==> src/rtl/shift_seq_ctrl.sv <==
// Two-requester round-robin front end for an iterative one-bit-per-clock 32-bit shifter.
// Optional build macro SHIFT_SEQ_SRA_EN: op 10 sign-fills; otherwise op 10 behaves as SRL.
module shift_seq_ctrl #(
  parameter int WIDTH = 32,
  parameter int SHW   = 5
) (
  input  logic             clk,
  input  logic             rst_n,
  input  logic             req0_valid,
  output logic             req0_ready,
  input  logic [1:0]       req0_op,
  input  logic [WIDTH-1:0] req0_a,
  input  logic [SHW-1:0]   req0_shamt,
  input  logic             req1_valid,
  output logic             req1_ready,
  input  logic [1:0]       req1_op,
  input  logic [WIDTH-1:0] req1_a,
  input  logic [SHW-1:0]   req1_shamt,
  output logic             rsp_valid,
  input  logic             rsp_ready,
  output logic             rsp_id,
  output logic [WIDTH-1:0] rsp_res,
  output logic             busy
);

  typedef enum logic [1:0] {
    S_IDLE  = 2'd0,
    S_SHIFT = 2'd1,
    S_DONE  = 2'd2
  } state_t;

  typedef enum logic [1:0] {
    OP_SLL = 2'b00,
    OP_SRL = 2'b01,
    OP_SRA = 2'b10,
    OP_ROR = 2'b11
  } op_t;

  state_t           r_state;
  logic [WIDTH-1:0] r_data;
  logic [SHW-1:0]   r_cnt;
  logic [1:0]       r_op;
  logic             r_id;
  logic             r_last;

  logic             w_any_valid;
  logic             w_grant;
  logic             w_accept;
  logic [1:0]       w_op;
  logic [WIDTH-1:0] w_a;
  logic [SHW-1:0]   w_shamt;
  logic [WIDTH-1:0] w_step;

  // On a tie the requester not served last wins; a lone requester always wins.
  always_comb begin
    w_any_valid = req0_valid | req1_valid;
    w_grant     = (req0_valid & req1_valid) ? ~r_last : ~req0_valid;
    w_accept    = rst_n & (r_state == S_IDLE) & w_any_valid;
    w_op        = w_grant ? req1_op    : req0_op;
    w_a         = w_grant ? req1_a     : req0_a;
    w_shamt     = w_grant ? req1_shamt : req0_shamt;
  end

  assign req0_ready = w_accept & ~w_grant;
  assign req1_ready = w_accept &  w_grant;

  always_comb begin
    w_step = r_data;
    case (op_t'(r_op))
      OP_SLL: w_step = {r_data[WIDTH-2:0], 1'b0};
      OP_SRL: w_step = {1'b0, r_data[WIDTH-1:1]};
`ifdef SHIFT_SEQ_SRA_EN
      OP_SRA: w_step = {r_data[WIDTH-1], r_data[WIDTH-1:1]};
`else
      OP_SRA: w_step = {1'b0, r_data[WIDTH-1:1]};
`endif
      OP_ROR: w_step = {r_data[0], r_data[WIDTH-1:1]};
      default: w_step = r_data;
    endcase
  end

  always_ff @(posedge clk or negedge rst_n) begin
    if (!rst_n) begin
      r_state <= S_IDLE;
      r_data  <= '0;
      r_cnt   <= '0;
      r_op    <= '0;
      r_id    <= 1'b0;
      r_last  <= 1'b1;
    end else begin
      case (r_state)
        S_IDLE: begin
          if (w_accept) begin
            r_data  <= w_a;
            r_cnt   <= w_shamt;
            r_op    <= w_op;
            r_id    <= w_grant;
            r_last  <= w_grant;
            r_state <= (w_shamt != '0) ? S_SHIFT : S_DONE;
          end
        end
        S_SHIFT: begin
          r_data <= w_step;
          r_cnt  <= r_cnt - SHW'(1);
          if (r_cnt == SHW'(1)) r_state <= S_DONE;
        end
        S_DONE: begin
          if (rsp_ready) r_state <= S_IDLE;
        end
        default: r_state <= S_IDLE;
      endcase
    end
  end

  assign rsp_valid = (r_state == S_DONE);
  assign rsp_res   = r_data;
  assign rsp_id    = r_id;
  assign busy      = (r_state != S_IDLE);

endmodule

==> config.mk <==
export PLATFORM = sky130hd
export DESIGN_NAME = shift_seq_ctrl
export DESIGN_NICKNAME = d
export VERILOG_FILES = /design/src/rtl/shift_seq_ctrl.sv
export SDC_FILE = /design/constraint.sdc
export NUM_CORES = 1
export LEC_CHECK = 0
export ABC_AREA = 1
export BUFFER_PORTS_ARGS = -buffer_cell sky130_fd_sc_hd__buf_2
export CORE_MARGIN = 4
export CORE_UTILIZATION = 50
export CTS_CLUSTER_DIAMETER = 120
export DETAILED_ROUTE_END_ITERATION = 6
export PLACE_DENSITY = 0.86
export SYNTH_ARGS = -nofsm -noshare
export SYNTH_HDL_FRONTEND = slang
export SYNTH_SLANG_ARGS = --single-unit
export TNS_END_PERCENT = 1
==> constraint.sdc <==
create_clock -name clk -period 1.85 [get_ports clk]
set_input_delay 0.0925 -clock clk [delete_from_list [all_inputs] [get_ports clk]]
set_output_delay 0.0925 -clock clk [all_outputs]
set_load 0.02 [all_outputs]
**After elaboration in Yosys (flattened, before gate mapping)**

Cells that the tools add are included.

- Register bits after elaboration: 43
- Input port bits: 83
- Logic and storage cells: 48

- Add/subtract/negate cells: 1
- Equality and inequality tests: 9
- Multiplexer cells: 14
- Bitwise operators: 9
- Reduce and logical (&&, ||, !) cells: 9

Operators with widths:

| cell | number |
|---|---|
| 32-bit case mux with 3 select lines | 1 |
| 32-bit 2-to-1 mux | 2 |
| 32-bit case mux with 2 select lines | 1 |
| 2-bit 2-to-1 mux | 5 |
| 5-bit 2-to-1 mux | 2 |
| 5-bit case mux with 2 select lines | 1 |
| 2-bit == test, second input constant | 3 |
| 2-bit case mux with 3 select lines | 1 |
| 1-bit bitwise AND | 5 |
| 5-bit by 1-bit == test with 1-bit output, second input constant | 1 |
| 5-bit nonzero test | 1 |
| 5-bit by 1-bit subtractor with 5-bit output, second input constant | 1 |
| 2-bit by 1-bit == test with 1-bit output, second input constant | 2 |
| 2-bit logical NOT | 2 |
| 2-bit inequality test, second input constant | 2 |
| 2-bit AND reduction | 2 |
| 2-bit nonzero test | 2 |
| 1-bit inverter | 3 |
| 3-bit AND reduction | 1 |
| 2-bit by 1-bit inequality test with 1-bit output, second input constant | 1 |
| 2-bit OR reduction | 1 |
| 1-bit 2-to-1 mux | 1 |
| 1-bit bitwise OR | 1 |

**Longest topological paths before layout**

Gate-level depths: netlist of the first run.

- Word-level depth: 7
- Depth in mapped cells: 11
- Gate-level depth less buffers: 10

**Worst setup path before layout of the first run**

OpenSTA, ideal clock, no wires.

- Path kind: register -> register
- Start: register r_op[0]
- End: register r_data[13], in the netlist rsp_res[13]
- Arrival time: 1.374 ns
- Data required time: 1.726 ns
- Slack: 0.352 ns
- Stages on the path, launching flop included: 9
- Path buffers: 2
- Period minus slack after synthesis: 1.498 ns
- Path through: dfrtp_1 > inv_1 > ha_1 > nor2_1 > buf_2 > buf_2 > o21ai_0 > o211ai_1 > nand2_1

- Word-level cells in the longest chain between the ends: 4

RTL lines:

| item | line | text |
|---|---|---|
| from (decl) | 42 | `logic [1:0] r_op;` |
| from (signal assigned) | 96 | `r_op <= w_op;` |
| 2-bit == test or 2-bit by 1-bit == test with 1-bit output (tied branches) | 69 | `case (op_t'(r_op))` |
| 2-bit OR reduction (no source line) | n/a |  |
| 32-bit case mux with 3 select lines (*) | 69 |  |
| 32-bit case mux with 2 select lines (*) | 91 | `case (r_state)` |
| to (signal assigned) | 94 | `r_data <= w_a;` |
| to (signal assigned) | 103 | `r_data <= w_step;` |
| to (decl) | 40 | `logic [WIDTH-1:0] r_data;` |

Mark *: on every way between the ends. The rest lies on a longest branch, timed or not.
A chain may end at the register's enable or synchronous reset.

**Worst setup path after layout of the first run**

- Start: register r_last
- End: output req1_ready

- Word-level cells in the longest chain between the ends: 3

RTL lines:

| item | line | text |
|---|---|---|
| from (decl) | 44 | `logic r_last;` |
| from (signal assigned) | 98 | `r_last <= w_grant;` |
| 1-bit inverter | 57 | `w_grant = (req0_valid & req1_valid) ? ~r_last : ~req0_valid;` |
| 1-bit 2-to-1 mux | 57 |  |
| 1-bit bitwise AND | 65 | `assign req1_ready = w_accept & w_grant;` |
| to (decl) | 15 | `output logic req1_ready,` |

No other way between the ends.

==> metrics, run 1 <==
status finished, final reports clean; number of warnings printed during yosys synthesis 0; critical setup path kind flip-flop to output pin; Area Growth Syn to Fin 23.7%; 1st-pass router iterations 5; maximum vdd drop slightly above 900 µV; Final period util 0.955; final standard cell count with taps included and fillers excluded 637; Global Route met3 Usage 0.0482; placed wire-length estimate after detailed placement around 6600 µm; Post-Synthesis Cells about 450; share of Yosys cell area claimed by the top area cell type 0.334; areal power density over the cells roughly 1900 nW/µm²; least setup slack across all paths after layout between 80 and 90 ps; global placer's final weighted congestion between 0.8 and 0.9; largest area contributor in the netlist dfrtp_1; setup repair after global routing missed its margin false; cell area reported after detailed placement 3750 µm²; I/O Pins 120; leakage dissipation 2.09 nW; proportion of register bits with asynchronous set or reset after synthesis 1.00; total DRC errors in the routed layout 0; post-CTS setup-driven buffer insertion count 0; count of port buffers added during placement roughly 120; average detailed-routed wire length per instance ~14 µm; total clock sinks 43; setup tns final 0 ps; clock tree from TritonCTS done; highest fanout seen on the critical path 21; initial standard-cell utilization of the core 0.522; count of different cell masters after synthesis 35; total detailed-routing wirelength around 8900 µm; Finish-stage setup viols 0; via count of the first global-routing pass roughly 3100; main area contributors after synthesis dfrtp_1 33%, nand2_1 24%, nand3_1 6.7%; number of synthesized register bits 43; Detailed Route Iter0 Violations 259; dpl ws 222 ps; most common cell in the synthesized netlist nand2_1; Die Area ~7600 µm²; final non-filler cell area just under 4000 µm²; Clock Pin Slew Worst Setup and Hold Paths approximately 90 ps; Clk Latency, worst-skew pair just over 300 ps; share of power burned in registers 0.259; DR vias 3462; # Max-Cap Violations 0; synthesized area around 3100 µm²; total net switching power 3.86 mW; type of the worst min-delay path input port to flip-flop; met2 track utilization from global routing 0.383; maximum root-to-sink buffer count 2; number of vias per cell about 5.4; ranking of synthesized cells by instance count 203 x nand2_1, 42 x dfrtp_1, 42 x nand3_1; Overflow after GRT 0; root buffer cell clkbuf_8; slew at the pin with the worst max-slew slack roughly 560 ps; total power ~7.4 mW; placeable core area around 6000 µm²; pin count of the biggest net entering global routing 44; Max-slew headroom 0.628; Internal Power about 3.5 mW; H-tree Lvls 2; busiest layer in global routing met2; width of the chip just under 90 µm; share of the core filled with cells in the final layout 0.646; Post-layout nets approximately 650; number of buffers added by the clock tree synthesis step 5; power share of the clock group 0.106; nets in the synthesized netlist ~540; Detail Route Antenna Nets 0; met1 track demand over resource in global routing 0.313; fin. max-slew vios 0; die span in y around 87 µm; layout cell share with drive strength beyond 1 0.308; endpoint kind of the worst setup timing path output pin; predominant post-synthesis flop cell dfrtp_1; Critical Path AT 1670 ps; CP max stage delay roughly 530 ps; ANT cells 0; required time at the endpoint of the critical path between 1500 and 2000 ps; first-pass GRT wire length approximately 14000 µm; final hold slack roughly 9.2 ps; number of enable-type register cells in the synthesized netlist 0; number of fillers in the final layout between 500 and 600; worst clock skew 8.15 ps; upper clock frequency limit 566 MHz; final-report hold violation count 0; Max stage delay cell, worst path dfstp_2; switching part of the total power 0.524; final critical-path required period 1770 ps; initial antenna violation count 0; post-synthesis sequential area ratio 0.342; instance count after placement with tap cells included around 630; Mean Syn Cell Area 6.98 µm²; type of origin of the critical path flip-flop; GRT Total Usage 0.235; Rows 28; worst path cell trace inv_1, nand2_2, nand2_8, buf_12, nand2_1, inv_2, buf_2; portion of total power attributed to combinational logic 0.635
==> flip-flops by register name, indices dropped and copies added (netlist names) <==
signal	count
r_last	1
r_op	2
r_state	2
r_cnt	5
rsp_id	1
rsp_res	32
==> cells in the final DEF, fill, tap and decap left out, types with 2 or more instances in the layout <==
| cell | netlist | layout |
|---|---|---|
| o211ai_1 | 22 | 22 |
| buf_12 | 0 | 2 |
| o21ai_0 | 34 | 34 |
| nor2_4 | 2 | 2 |
| nand3_2 | 2 | 2 |
| clkbuf_8 | 0 | 6 |
| nand2_1 | 203 | 203 |
| nor2_2 | 1 | 2 |
| nor2_1 | 6 | 5 |
| ha_1 | 4 | 4 |
| nand3_1 | 42 | 42 |
| inv_1 | 22 | 22 |
| o211ai_2 | 10 | 10 |
| o21ai_2 | 3 | 3 |
| nand2_2 | 7 | 6 |
| a21oi_1 | 4 | 4 |
| o21ai_1 | 3 | 3 |
| dfrtp_1 | 42 | 42 |
| buf_2 | 11 | 119 |
| buf_4 | 4 | 11 |
==> power groups by stage <==
stage	combinational, mW	sequential [mW]	clock [mW]
2_1_floorplan	3.07	2.25	0
3_3_place_gp	4.51	1.88	0
3_5_place_dp	4.66	1.91	0
4_1_cts	4.68	1.90	0.783
5_1_grt	5.22	1.98	0.823
6_report	4.68	1.91	0.779
==> metal layers <==
layer,up-vias,share of wire
li1,1698,-
met1,1552,0.42
met2,195,0.46
met3,17,0.11
met4,0,0.014
met5,-,0
==> final timing paths <==
| path | startpoint | endpoint | slack, ps | cells after the start |
|---|---|---|---|---|
| max in group asynchronous | rst_n | r_last | 1000 | 3 |
| min in group asynchronous | rst_n | rsp_res[16] | 460 | 3 |
| setup / recovery | r_last | req1_ready | 80 | 7 |
| setup reg to reg | r_state[0] | r_cnt[3] | 180 | 6 |
| hold reg to reg | rsp_id | rsp_id | 490 | 2 |
| hold / removal | req1_op[0] | r_op[0] | 9 | 3 |
==> layout make-up <==
type                       count  area [µm²]  area share
sequential                    43        1080       0.277
clock inverter                 2        35.0     0.00900
inverter                      24        92.6      0.0238
timing repair buffer         133         728       0.187
clock buffer                   6        82.6      0.0212
tap                           75        93.8      0.0241
multi-input combinational    354        1780       0.458
==> worst max-delay path, delay by kind of cell, from the launching register on <==
kind                   cells  cell delay, ps
flip-flops                 1             530
buffers and inverters      4             460
AND/OR/NAND/NOR            3             370
==> cell families (layout without fill, tap and decap cells) <==
kind of cell    after synthesis  count (layout)  share of synthesized area
xor+xnor                      2               2                    0.00557
simple gates                266             266                      0.352
buf+inv                      54             165                     0.0958
fa+ha+maj                     4               4                     0.0159
compound gates               82              82                      0.188
flops                        43              43                      0.342
==> repair_timing <==
item,4_1_cts,5_1_grt
gates cloned,0,0
gates resized for setup,1,1
hold buffers,1,0
endpoints found under the hold margin,42,0
setup endpoints to repair,1,1
Power figures use the tool's default switching activity.
==> run 2, diff against run 1 <==
Settings changed: BUFFER_PORTS_ARGS -buffer_cell sky130_fd_sc_hd__buf_2 to unset, DONT_BUFFER_PORTS set to 1, PLACE_DENSITY 0.86 to 0.7.
==> run 2 against run 1 <==
Via count is 16% lower; cell count fell by 17%; total power fell by 7.2%; final area is 14% lower; wire length shrank 4.8%; highest routed layer unchanged; clock power down 14%; fmax grew 4.4%; core utilization fell by 8.9 points.
==> metrics, run 2 (synthesis results as in run 1) <==
met1 track demand over resource in global routing 0.291 (-0.0220); placeable core area 6030 µm² (unchanged); Area Growth Syn to Fin 6.68%; flip-flop count of the largest register, all copies and words added 32 (unchanged); Internal Power 3.15 mW (-10%); DR vias 2917 (-16%); Finish-stage setup viols 0 (unchanged); busiest layer in global routing met2; total net switching power 3.69 mW (-4.6%); initial antenna violation count 0 (unchanged); upper clock frequency limit 591 MHz (+4.4%); I/O Pins 120 (unchanged); setup repair after global routing missed its margin false; startpoint of the worst register-to-register path r_state[0]; Global Route met3 Usage 0.0634 (+0.0151); Clk Latency, worst-skew pair 300 ps (about the same); Clock Pin Slew Worst Setup and Hold Paths 90 ps (about the same); Detail Route Antenna Nets 0 (unchanged); number of buffers added by the clock tree synthesis step 5 (unchanged); hold_buf cts 6 (+5); Post-layout nets 537 (-17%); number of cells on the worst reg-to-reg path 6 (unchanged); leakage dissipation 1.64 nW (-22%); Hold Crit Endpoint rsp_res[29]; power share of the clock group 0.098 (-0.008); first-pass GRT wire length 13900 µm (-3.4%); setup tns final 0 ps (unchanged); # Max-Cap Violations 0 (unchanged); 1st-pass router iterations 5 (unchanged); total clock sinks 43 (unchanged); total detailed-routing wirelength 8510 µm (-4.8%); r2r setup slk 240 ps (+60 ps); maximum root-to-sink buffer count 2 (unchanged); Die Area 7630 µm² (unchanged); count of port buffers added during placement 0 (-100%); cell depth of the worst hold path 4 (+1); final-report hold violation count 0 (unchanged); areal power density over the cells 2040 nW/µm² (+7.7%); portion of total power attributed to combinational logic 0.549 (-0.086); ANT cells 0 (unchanged); final critical-path required period 1690 ps (-75.2 ps); slew at the pin with the worst max-slew slack 494 ps (-64.8 ps); via count of the first global-routing pass 2809 (-10%); global placer's final weighted congestion 0.845 (+4.8%); placed wire-length estimate after detailed placement 6090 µm (-7.7%); average detailed-routed wire length per instance 16.2 µm (+15%); switching part of the total power 0.539 (+0.0147); Rows 28 (unchanged); pin count of the biggest net entering global routing 44 (unchanged); # resized after CTS 0 (-1); Critical Path AT 1600 ps (-70 ps); number of vias per cell 5.55 (+2.0%); required time at the endpoint of the critical path 1760 ps (about the same); total DRC errors in the routed layout 0 (unchanged); type of the worst min-delay path input port to flip-flop; GRT Total Usage 0.231 (-0.00431); Overflow after GRT 0 (unchanged); H-tree Lvls 2 (unchanged); leading cell types in the layout, fill and taps excluded 203 x nand2_1, 42 x nand3_1, 42 x dfrtp_1; fin. max-slew vios 0 (unchanged); cell area reported after detailed placement 3180 µm² (-15%); met2 track utilization from global routing 0.384 (+0.000685); origin of the worst min-delay path req0_a[29]; final non-filler cell area 3360 µm² (-14%); die span in y 87.3 µm (unchanged); width of the chip 87.3 µm (unchanged); maximum vdd drop 966 µV (+5.2%); root buffer cell clkbuf_8; final hold slack 41.5 ps (+32.3 ps); critical setup path kind flip-flop to output pin; post-CTS setup-driven buffer insertion count 0 (unchanged); clock tree from TritonCTS done; FF-to-FF End r_cnt[3]; endpoint kind of the worst setup timing path output pin; Detailed Route Iter0 Violations 235 (-9.3%); Final period util 0.914 (-0.0407); most frequent standard cell in the layout excluding fill and tap cells nand2_1; type of origin of the critical path flip-flop; share of power burned in registers 0.353 (+0.094); highest fanout seen on the critical path 7 (-67%); status finished, final reports clean; worst clock skew 6.97 ps (-1.18 ps); layout cell share with drive strength beyond 1 0.126 (-0.181); initial standard-cell utilization of the core 0.522 (unchanged); Max-slew headroom 0.671 (+0.0432)
[run 2: changes by cell type in the layout (fill, tap and decap cells not counted), sizes merged]
cell,delta
dlygate4sd3,+4
buf,-115
bufinv,-1
clkbuf,+2
clkinv,-1
[run 2: per-stage QoR]
stage	instances	utilization	worst slack (ps)	total power, mW
finish	526	0.557	159	6.84
global route	526	0.557	3.48	7.54
CTS	526	0.557	127	6.90
floorplan	451	-	352	5.33
detailed placement	512	0.528	243	6.18
global placement	512	0.528	346	6.07
[run 2: worst max-delay path by stage]
stage | from | endpoint | slack (ps)
after CTS | r_state[0] | req1_ready | 130
final | r_state[0] | req1_ready | 160
after global placement | r_state[0] | r_cnt[3] | 350
after floorplan | r_op[0] | rsp_res[13] | 350
after global routing | r_state[0] | req1_ready | 3
after detailed placement | r_state[0] | r_cnt[3] | 240
[run 2: critical path, cell delays in order, from the launching register on]
cell and delay, ps:
dfrtp_1 430, nor2_4 160, inv_1 160, nor2_4 220, nand2_1 120, inv_2 80, buf_4 130
[run 2: metal layers]
| metal | vias up | share of wire |
|---|---|---|
| li1 | 1477 | - |
| met5 | - | 0 |
| met1 | 1312 | 0.40 |
| met4 | 0 | 0.015 |
| met3 | 13 | 0.091 |
| met2 | 115 | 0.49 |
[run 2: cell type report]
type,instances,area [µm²]
fill,588,2670
multi-input combinational,354,1770
sequential,43,1080
timing repair buffer,22,223
clock buffer,8,100
tap,75,93.8
inverter,24,92.6
[run 2: power groups by stage]
stage	Sequential, mW	Clock [mW]	Combinational [mW]
finish	2.41	0.669	3.76
global route	2.50	0.735	4.30
CTS	2.42	0.687	3.79
detailed placement	2.44	0	3.75
global placement	2.44	0	3.63
floorplan	2.25	0	3.07
==> run 3, diff against run 2 <==
Settings changed: ABC_AREA 1 to 0, RECOVER_POWER set to 100.
==> run 3 against run 2 <==
Fmax shrank 8.0%; first-iteration DRC count is 13% lower; sequential power is 4% higher; non-clock buffer count down 1; global-route usage decreased by 1.5 points; count of clock-buffer cells in the layout is 1 lower; cell count is 28% lower; hold slack got worse by 24 ps; critical endpoint is now req0_ready.
==> metrics, run 3 <==
family with the most delay on the worst path simple AND/OR/NAND/NOR gates; critical setup path kind flip-flop to output pin; Max stage delay cell, worst path dfstp_2; cell area reported after detailed placement 3090 µm² (-2.9%); power share of the clock group 0.084 (-0.014); average detailed-routed wire length per instance 21.4 µm (+32%); fin. max-slew vios 0 (unchanged); Detailed Route Iter0 Violations 205 (-13%); ranking of synthesized cells by instance count 42 x dfrtp_1, 39 x nand2_1, 32 x and3_1; status finished, final reports clean; flip-flop count of the largest register, all copies and words added 32 (unchanged); busiest layer in global routing met2; setup repair after global routing missed its margin true; Post-Synthesis Cells 311 (-31%); 1st-pass router iterations 6 (+1); GRT Total Usage 0.216 (-0.0148); portion of total power attributed to combinational logic 0.559 (+0.010); Max-slew headroom 0.245 (-0.426); Area Growth Syn to Fin 6.78% (about the same); nets in the synthesized netlist 398 (-26%); post-CTS setup-driven buffer insertion count 0 (unchanged); Mean Syn Cell Area 9.79 µm² (+40%); CP max stage delay 540 ps (+110 ps); width of the chip 86.0 µm (-1.5%); number of fillers in the final layout 521 (-11%); main area contributors after synthesis dfrtp_1 35%, o31ai_2 12%, a221oi_1 8.6%; Post-layout nets 392 (-27%); maximum vdd drop 1180 µV (+22%); I/O Pins 120 (unchanged); Multi-input gate area 1770 µm² (unchanged); initial standard-cell utilization of the core 0.514 (-0.00806); number of enable-type register cells in the synthesized netlist 0 (unchanged); final-report hold violation count 0 (unchanged); most frequent standard cell in the layout excluding fill and tap cells dfrtp_1; endpoint kind of the worst setup timing path output pin; synthesized area 3040 µm² (-3.3%); root buffer cell clkbuf_8; clock tree from TritonCTS done; Clock Pin Slew Worst Setup and Hold Paths 90 ps (about the same); pin count of the biggest net entering global routing 44 (unchanged); maximum root-to-sink buffer count 2 (unchanged); switching part of the total power 0.516 (-0.0231); most common cell in the synthesized netlist dfrtp_1; via count of the first global-routing pass 2442 (-13%); total detailed-routing wirelength 8160 µm (-4.0%); Buffers & Inverters on Critical Path 1 (-2); final non-filler cell area 3250 µm² (-3.2%); first-pass GRT wire length 12800 µm (-7.6%); number of warnings printed during yosys synthesis 0 (unchanged); sequential cell area 1080 µm² (unchanged); dpl ws -355 ps (-598 ps); worst clock skew 9.20 ps (+2.23 ps); type of the worst min-delay path input port to flip-flop; worst path cell trace nand2b_1, nand2_4, nor2_2, buf_4; Finish-stage setup viols 0 (unchanged); # Max-Cap Violations 0 (unchanged); met2 track utilization from global routing 0.344 (-0.0395); placeable core area 5920 µm² (-1.7%); number of synthesized register bits 43 (unchanged); Global Route met3 Usage 0.0576 (-0.00575); required time at the endpoint of the critical path 1760 ps (about the same); predominant post-synthesis flop cell dfrtp_1; share of power burned in registers 0.357 (+0.004); total clock sinks 43 (unchanged); number of buffers added by the clock tree synthesis step 5 (unchanged); Internal Power 3.40 mW (+7.7%); Final period util 0.994 (+0.0794); global placer's final weighted congestion 0.812 (-3.9%); count of port buffers added during placement 0 (unchanged); leading cell types in the layout, fill and taps excluded 42 x dfrtp_1, 39 x nand2_1, 32 x and3_1; DR vias 2540 (-13%); highest fanout seen on the critical path 34 (+27); met1 track demand over resource in global routing 0.294 (+0.00272); slew at the pin with the worst max-slew slack 1130 ps (+639 ps); Rows 28 (unchanged); Die Area 7400 µm² (-3.0%); type of origin of the critical path flip-flop; Clk Latency, worst-skew pair 300 ps (about the same); total net switching power 3.62 mW (-1.9%); Overflow after GRT 0 (unchanged); H-tree Lvls 2 (unchanged); leakage dissipation 1.32 nW (-20%); final critical-path required period 1840 ps (+147 ps); proportion of register bits with asynchronous set or reset after synthesis 1.00 (unchanged); post-synthesis sequential area ratio 0.354 (+0.0115); placed wire-length estimate after detailed placement 5740 µm (-5.8%); total DRC errors in the routed layout 0 (unchanged); largest area contributor in the netlist dfrtp_1; Detail Route Antenna Nets 0 (unchanged); die span in y 86.0 µm (-1.5%); count of different cell masters after synthesis 42 (+20%); least setup slack across all paths after layout 12.0 ps (-147 ps); number of vias per cell 6.67 (+20%); areal power density over the cells 2160 nW/µm² (+5.9%); ANT cells 0 (unchanged); initial antenna violation count 0 (unchanged); upper clock frequency limit 544 MHz (-8.0%); layout cell share with drive strength beyond 1 0.258 (+0.132); share of Yosys cell area claimed by the top area cell type 0.345 (+0.0113); Critical Path AT 1750 ps (+150 ps)
-- run 3: changes by cell type after synthesis, moves of 21 or more --
cell / delta
o211ai_1: -21
o21ai_0: -34
nand3_1: -41
a211oi_1: +22
nand2_1: -164
a221oi_1: +30
o31ai_2: +28
and3_1: +31
-- run 3: power by group through the flow --
stage	Combinational [mW]	Clock [mW]	Sequential [mW]
global route	4.31	0.633	2.59
floorplan	3.17	0	2.30
finish	3.92	0.591	2.50
global placement	3.63	0	2.51
CTS	3.83	0.602	2.51
detailed placement	3.75	0	2.53
-- run 3: metal layers --
layer,vias to the layer above,routed length [µm],share of wire
met3,6,713,0.087
met2,111,3960,0.49
li1,1183,-,-
met1,1240,3410,0.42
met5,-,0,0
met4,0,78,0.0096
-- run 3: metrics by stage --
stage          utilization  hold WS, ps  setup TNS, ps  power [mW]  instances
2_1_floorplan            -         -203              0        5.48        311
3_3_place_gp         0.521         -202          -7660        6.14        366
3_5_place_dp         0.521         -202         -10090        6.27        366
4_1_cts              0.550         16.8              0        6.94        380
5_1_grt              0.549         59.2          -88.3        7.53        381
6_report             0.549         17.2              0        7.02        381
-- run 3: tightest hold or removal path, stage by stage --
cell and delay, ps:
inv_1 40, a22oi_1 70, o21ai_1 80
-- run 3: what timing repair did --
item	CTS	global route
endpoints found under the setup margin	33	32
hold endpoints to repair	45	0
hold buffers	6	0
resized for setup	4	4
pin swaps	0	1
cloned	0	1
-- run 3: cell families after synthesis --
group                    after synthesis  share of synthesized area
AO/OA/AOI/OAI                        113                      0.360
AND/OR/NAND/NOR                      103                      0.171
flip-flops                            43                      0.354
buffers and inverters                 41                     0.0764
multiplexers                           5                     0.0164
adder cells (fa/ha/maj)                4                     0.0164
XOR/XNOR                               2                    0.00576
-- run 3: final timing paths --
kind | start | end | slack, ps | cells past startpoint
setup / recovery | r_last | req0_ready | 10 | 4
hold / removal | rsp_ready | r_state[1] | 20 | 3
setup reg to reg | r_last | rsp_res[20] | 110 | 4
hold reg to reg | r_last | r_last | 520 | 2
max in group asynchronous | rst_n | rsp_res[6] | 590 | 2
min in group asynchronous | rst_n | rsp_res[23] | 570 | 2
-- run 3: cell type report --
cell class,count,area share
Clock buffer,7,0.0235
Clock inverter,1,0.00154
Inverter,6,0.00693
Multi-Input combinational cell,228,0.545
Sequential cell,43,0.331
Tap cell,75,0.0289
Timing Repair Buffer,21,0.0631
